### src/rtl/bcd_serial_add_seq.sv
// Multi-digit BCD add sequencer: drives an external single-digit BCD stage LSD first (optional BCD_SEQ_EARLY_ABORT_EN).
// Latency: start sampled at T0, digits captured T1..T_DIGITS, done pulses for one cycle after T_DIGITS.
// Backpressure: none; start is only honoured in IDLE, ignored (not queued) in RUN/DONE.
module bcd_serial_add_seq #(
  parameter int DIGITS = 4
) (
  input  logic                  clk,
  input  logic                  rst_n,
  input  logic                  start,
  input  logic [4*DIGITS-1:0]   op_a,
  input  logic [4*DIGITS-1:0]   op_b,
  input  logic                  cin,
  output logic                  busy,
  output logic                  done,
  output logic [4*DIGITS-1:0]   result,
  output logic                  cout,
  output logic                  error,
  output logic [3:0]            dig_a,
  output logic [3:0]            dig_b,
  output logic                  dig_cin,
  input  logic [3:0]            dig_sum,
  input  logic                  dig_carry,
  input  logic                  dig_error
);

  localparam int IDXW = (DIGITS > 1) ? $clog2(DIGITS) : 1;

  typedef enum logic [1:0] {
    IDLE = 2'd0,
    RUN  = 2'd1,
    DONE = 2'd2
  } state_t;

  state_t                  state, state_nxt;
  logic [IDXW-1:0]         idx;
  logic [DIGITS-1:0][3:0]  a_q, b_q, result_q;
  logic                    carry_q, cout_q, error_q;
  logic [3:0]              cur_a, cur_b;
  logic                    last, abort;

  // Digit select as an explicit mux so non-power-of-two DIGITS never indexes past the array
  always_comb begin
    cur_a = '0;
    cur_b = '0;
    for (int i = 0; i < DIGITS; i++) begin
      if (idx == IDXW'(i)) begin
        cur_a = a_q[i];
        cur_b = b_q[i];
      end
    end
  end

  assign last = (idx == IDXW'(DIGITS - 1));

`ifdef BCD_SEQ_EARLY_ABORT_EN
  assign abort = dig_error;
`else
  assign abort = 1'b0;
`endif

  always_ff @(posedge clk or negedge rst_n) begin
    if (!rst_n) begin
      state <= IDLE;
    end else begin
      state <= state_nxt;
    end
  end

  always_comb begin
    state_nxt = state;
    busy      = 1'b0;
    done      = 1'b0;
    dig_a     = 4'd0;
    dig_b     = 4'd0;
    dig_cin   = 1'b0;
    case (state)
      IDLE: begin
        if (start) state_nxt = RUN;
      end
      RUN: begin
        busy    = 1'b1;
        dig_a   = cur_a;
        dig_b   = cur_b;
        dig_cin = carry_q;
        if (last || abort) state_nxt = DONE;
      end
      DONE: begin
        done      = 1'b1;
        state_nxt = IDLE;
      end
      default: state_nxt = IDLE;
    endcase
  end

  always_ff @(posedge clk or negedge rst_n) begin
    if (!rst_n) begin
      idx      <= '0;
      a_q      <= '0;
      b_q      <= '0;
      result_q <= '0;
      carry_q  <= 1'b0;
      cout_q   <= 1'b0;
      error_q  <= 1'b0;
    end else begin
      if (state == IDLE && start) begin
        a_q      <= op_a;
        b_q      <= op_b;
        carry_q  <= cin;
        idx      <= '0;
        result_q <= '0;
        error_q  <= 1'b0;
        cout_q   <= 1'b0;
      end else if (state == RUN) begin
        // An aborted digit is left at zero, as are all digits above it
        if (!abort) begin
          for (int i = 0; i < DIGITS; i++) begin
            if (idx == IDXW'(i)) result_q[i] <= dig_sum;
          end
        end
        carry_q <= dig_carry;
        error_q <= error_q | dig_error;
        if (!last) idx <= idx + IDXW'(1);
        if (abort) begin
          cout_q <= 1'b0;
        end else if (last) begin
          cout_q <= dig_carry;
        end
      end
    end
  end

  assign result = result_q;
  assign cout   = cout_q;
  assign error  = error_q;

endmodule

### config.mk
export PLATFORM = sky130hd
export DESIGN_NAME = bcd_serial_add_seq
export DESIGN_NICKNAME = d
export VERILOG_FILES = /design/src/rtl/bcd_serial_add_seq.sv
export SDC_FILE = /design/constraint.sdc
export NUM_CORES = 1
export LEC_CHECK = 0
export CORE_MARGIN = 5
export CORE_UTILIZATION = 35
export DETAILED_ROUTE_END_ITERATION = 12
export GPL_TIMING_DRIVEN = 0
export PLACE_DENSITY_LB_ADDON = 0.1
export SKIP_CTS_REPAIR_TIMING = 1
export SLEW_MARGIN = 20
export SYNTH_ARGS = -nofsm -noshare
export SYNTH_HDL_FRONTEND = slang
export SYNTH_SLANG_ARGS = --single-unit
### constraint.sdc
create_clock -name clk -period 2 [get_ports clk]
set_clock_uncertainty 0.1 [all_clocks]
set_input_delay 0.2 -clock clk [delete_from_list [all_inputs] [get_ports clk]]
set_output_delay 0.2 -clock clk [all_outputs]
set_load 0.005 [all_outputs]
==> impl_metrics.toml, run 1 <==
[status]
outcome = "complete, but fails checks"
violations = "setup timing"

[pwr]
power_frac_seq_pct = 35.7
cellPowerDensity_mw_per_mm2 = 1520
p_leak_nw = 1.55
pwr-share-clk_pct = 10.7
p_sw_mw = 2.02
ir_drop_uv = 566
switching_share_pct = 35.8
combPwrFrac_pct = 53.6
intPower_mw = 3.61

[route]
drcViolationCount = 0
initialDrtViolationCount = 34
dr.pass1.iters = 6
dr_total_vias = 2002
detail-route-antenna-nets = 0
viasPerCell = 4.93
drt-wirelength-per-cell_um = 16.3
routed_wl_um = 6610

[logic_synthesis]
ys_types = 28
syn_nets = 266
yosys_warnings = 0
ys_ff_latch = 55
yosysMostFrequentCell = "dfrtp_1"
ys_seq_area_share_pct = 54.0
async_flop_share_pct = 100
synth_top_area_cell = "dfrtp_1"
synth.top_cell.area_share_pct = 54.0
syn_area_sq_mm = 0.00255
yosys-top-cells-area = "dfrtp_1 54%, mux2_2 14%, nand3_1 4.7%"
synthTopCellsByCount = "55 x dfrtp_1, 31 x mux2_2, 24 x nand3_1, 20 x a21oi_1, 19 x nand2_1"
synth_ff_type = "dfrtp_1"
syn_inst = 220
synth_edf_count = 0
syn_avg_cell_area_sq_um = 11.6

[sta]
maxSlewViolCount = 0
worst-slew-pin-transition_ns = 0.377
max_freq_mhz = 472
hold_viol_final = 0
fin_hold_ws_ns = 0.206
setup_viol = 7
finalCriticalPeriod_ns = 2.12
setup_ws_ns = -0.118
period_share_pct = 106
rsz0062_at_grt = "yes"
maxSlewHeadroom_pct = 74.8

[finish]
drive_gt1_share_pct = 31.6
ff_latch_area_sq_mm = 0.00138
fin_nets = 352
fill_cells = 690
multiInputGateArea_sq_mm = 0.00118
area_delta_synth_final_pct = 45.5
insertedDiodeCount = 0
post-route-util_pct = 51.7

[die]
rows = 31
pin_count = 71
core_sq_mm = 0.00718
fp.dieH_um = 95.3
die_w_um = 95.3
design.die.area_sq_mm = 0.00908
initial_core_util_pct = 35.5

[critical_path]
r2r_setup_slack_ns = 0.16
arrival_ns = 1.82
worstPathRequired_ns = 1.70
crit_end = "dig_a[1]"
rr_worst_depth = 5
r2r_end = "b_q[2]"
crit_start = "idx[0]"
r2r_start = "state[0]"
end_kind = "primary output"
cp_max_fo = 7
cp-start-kind = "flop"
crit_type = "reg2out"

[global_routing]
gr-total-overflow = 0
grt_pass1_wl_um = 10300
grt_max_degree = 37
track_usage_pct = 14.9
antenna_found_initial = 0
grt_pass1_vias = 2044

[cts]
cts_root_buf = "clkbuf_8"
clk_pin_slew_ns = 0.10
clk_latency_ns = 0.31
cts_tree = "built"
clock_path_buffers = 2
cts.sinks = 55
numCtsBuffers = 5
htreeDepth = 2

[place]
place_congestion = 0.797
dp_hpwl_um = 4750
io_buffers = 70

[worst_hold_path]
hp-class = "in2async"

[job]
drv_cap = 0
-- stage by stage --
step	setup WS (ns)	std cells	TNS [ns]	instance area (sq um)	total power [mW]
2_1_floorplan	0.260	220	0	2550	3.43
3_3_place_gp	-1.22	389	-71.36	3370	4.59
5_1_grt	-0.206	406	-1.26	3710	6.03
6_report	-0.118	406	-0.671	3710	5.63
3_5_place_dp	-0.594	390	-4.34	3390	4.63
4_1_cts	-0.982	398	-7.71	3470	5.24
-- metal layers --
metal  routed length, um  GRT usage, %  vias to the layer above  share of wire (%)
li1                    -             -                      958                  -
met5                   0             0                        -                  0
met3                 319          3.31                        5                4.8
met4                  48          3.85                        0               0.73
met2                3040          22.4                       49                 46
met1                3200          21.6                      990                 48
-- registers in the layout (all words and copies together) (netlist names) --
signal / cells
b_q: 16
idx: 2
result: 16
state: 2
a_q: 16
carry_q: 1
error: 1
cout: 1
-- logic make-up after synthesis --
group	after synthesis	share of synthesized area, %
AO/OA/AOI/OAI	40	10.5
XOR/XNOR	1	0.344
adder cells (fa/ha/maj)	4	1.96
buffers and inverters	22	5.16
flip-flops	55	54.0
multiplexers	32	14.1
AND/OR/NAND/NOR	66	13.9
-- power groups by stage --
stage / clock network (mW) / logic, mW / registers [mW]
after floorplan: 0 / 1.51 / 1.91
after global placement: 0 / 2.63 / 1.97
after detailed placement: 0 / 2.64 / 1.98
after CTS: 0.621 / 2.66 / 1.96
after global routing: 0.657 / 3.30 / 2.08
final: 0.602 / 3.02 / 2.01
-- worst min-delay path by stage --
stage                        end  slack [ns]  cells past startpoint
after floorplan           a_q[0]       -0.20                      0
after global placement    a_q[1]        0.37                      1
after detailed placement  a_q[8]       0.004                      1
after CTS                 a_q[8]       -0.34                      1
after global routing      a_q[8]        0.24                      2
final                     a_q[8]        0.21                      2
-- area by class of cell --
cell class,count,share of cell area [%]
inverters,4,0.540
flip-flops and latches,55,37.2
clock inverters,1,0.135
multi-input cells,143,31.8
repair buffers,80,20.4
well taps,99,3.34
plain buffers,17,4.52
clock buffers,7,2.06
-- placed cells by master (no fill, tap or decap), types with 3 or more instances in the layout --
cell type	Yosys	final
clkdlybuf4s50_1	0	61
dfrtp_1	55	53
mux2_2	31	31
nand3_1	24	24
nand2_1	19	19
a21oi_1	20	19
buf_4	3	13
nor2b_1	10	9
buf_6	4	8
buf_2	6	8
a221oi_2	0	7
o41ai_2	0	5
nand3b_1	5	5
clkbuf_8	0	5
ha_4	0	3
-- worst max-delay path: stages (launching register included) --
cell,delay (ns)
dfrtp_2,0.48
inv_4,0.10
ha_4,0.14
nor2b_4,0.14
buf_8,0.14
a221oi_2,0.06
o41ai_1,0.27
buf_2,0.18
Note: power is estimated with default switching activity, not from simulation.
==> run 2: changes to the inputs <==
--- a/config.mk
+++ b/config.mk
@@ -6,7 +6,7 @@
 export NUM_CORES = 1
 export LEC_CHECK = 0
 export CORE_MARGIN = 5
-export CORE_UTILIZATION = 35
+export CORE_UTILIZATION = 30
 export DETAILED_ROUTE_END_ITERATION = 12
 export GPL_TIMING_DRIVEN = 0
 export PLACE_DENSITY_LB_ADDON = 0.1
==> impl_metrics.toml, run 2 (same netlist as run 1, synthesis figures left out) <==
[place]
place_ws_ns = -0.642
io_buffers = 70
dp_hpwl_um = 4860
placed_area_sq_mm = 0.00340
place_congestion = 0.707

[job]
drv_cap = 0

[cts]
numCtsBuffers = 5
htreeDepth = 2
clock_path_buffers = 2
clk_latency_ns = 0.31
clk_pin_slew_ns = 0.10
cts.sinks = 55
cts_tree = "built"
cts_root_buf = "clkbuf_8"

[sta]
rsz0062_at_grt = "yes"
setup_ws_ns = -0.146
maxSlewHeadroom_pct = 72.4
finalCriticalPeriod_ns = 2.15
worst-slew-pin-transition_ns = 0.414
max_freq_mhz = 466
period_share_pct = 107
fin_hold_ws_ns = 0.323
hold_viol_final = 0
maxSlewViolCount = 0
setup_viol = 8
setup_tns_ns = -0.908

[status]
outcome = "complete, but fails checks"
violations = "setup timing"

[global_routing]
grt_max_degree = 56
gr-total-overflow = 0
track_usage_pct = 13.9
grt_pass1_wl_um = 11100
grt_pass1_vias = 2110
antenna_found_initial = 0

[finish]
layout_commonest_cell = "clkdlybuf4s50_1"
drive_gt1_share_pct = 31.1
fin_nets = 354
mostFrequentLayoutCells = "60 x clkdlybuf4s50_1, 53 x dfrtp_1, 31 x mux2_2, 24 x nand3_1, 20 x a21oi_1"
fin_area_sq_mm = 0.00380
insertedDiodeCount = 0
post-route-util_pct = 46.0
area_delta_synth_final_pct = 49.2

[route]
routed_wl_um = 7230
dr.pass1.iters = 4
initialDrtViolationCount = 77
viasPerCell = 4.88
detail-route-antenna-nets = 0
dr_total_vias = 2022
drcViolationCount = 0
drt-wirelength-per-cell_um = 17.5

[worst_hold_path]
hp-class = "in2async"

[die]
design.die.area_sq_mm = 0.0104
die_w_um = 102
core_sq_mm = 0.00826
fp.dieH_um = 102
pin_count = 71
initial_core_util_pct = 30.8
rows = 33

[critical_path]
crit_type = "reg2out"
worstPathRequired_ns = 1.70
end_kind = "primary output"
cp-start-kind = "flop"
cp_max_fo = 7
arrival_ns = 1.85

[pwr]
ir_drop_uv = 492
p_leak_nw = 1.61
cellPowerDensity_mw_per_mm2 = 1550
-- run 2: cell count changes in the layout (fill, tap and decap cells not counted), sizes merged --
cell,before,now
dlymetal6s2s,1,3
clkbuf,9,10
buf,32,33
clkinv,1,0
clkdlybuf4s50,61,60
-- run 2: final cells by class --
cell class	count	area (sq um)
fill	788	4460
inverter	4	20.0
sequential	55	1380
clock buffer	8	100
timing repair buffer	82	813
tap	105	131
multi-input combinational	143	1200
buffer	17	160
-- run 2: layer usage --
| metal | GRT usage (%) | vias to the layer above | wire length, um |
|---|---|---|---|
| met2 | 21.7 | 50 | 3290 |
| met1 | 19.4 | 1004 | 3420 |
| met4 | 3.63 | 0 | 65 |
| li1 | - | 962 | - |
| met3 | 3.41 | 6 | 453 |
| met5 | 0 | - | 0 |
-- run 2: worst paths after layout --
| kind | from | end | slack, ns | depth (start not counted) |
|---|---|---|---|---|
| max | idx[0] | dig_a[2] | -0.15 | 7 |
| min | rst_n | error | 0.32 | 3 |
| max reg2reg | state[0] | a_q[7] | 0.15 | 5 |
| min reg2reg | a_q[1] | a_q[1] | 0.40 | 1 |
| max in group asynchronous | rst_n | idx[0] | 1.22 | 3 |
| min in group clk | op_b[12] | b_q[12] | 0.39 | 2 |
-- run 2: power breakdown --
group          internal [mW]  switching, mW  leakage (nW)
combinational           1.80           1.41         0.886
clock                  0.318          0.372        0.0515
sequential              1.66          0.342         0.674
total                   3.78           2.13          1.61
-- run 2: stage by stage --
stage	instances	power (mW)
global route	414	6.33
detailed placement	396	4.67
finish	414	5.91
CTS	404	5.38
global placement	395	4.63
floorplan	220	3.43
-- run 2: worst max-delay path: stages (launching register included) --
cell and delay [ns]:
dfrtp_2 0.48, inv_4 0.11, ha_4 0.14, nor2b_4 0.13
buf_6 0.15, a221oi_1 0.08, o41ai_1 0.26, buf_2 0.17
==> run 3: changes to the inputs <==
--- a/config.mk
+++ b/config.mk
@@ -5,6 +5,7 @@
 export SDC_FILE = /design/constraint.sdc
 export NUM_CORES = 1
 export LEC_CHECK = 0
+export CAP_MARGIN = 25
 export CORE_MARGIN = 5
 export CORE_UTILIZATION = 30
 export DETAILED_ROUTE_END_ITERATION = 12
==> results of run 3 <==
No change in the layout: final DEF, timing and power equal those of run 2.
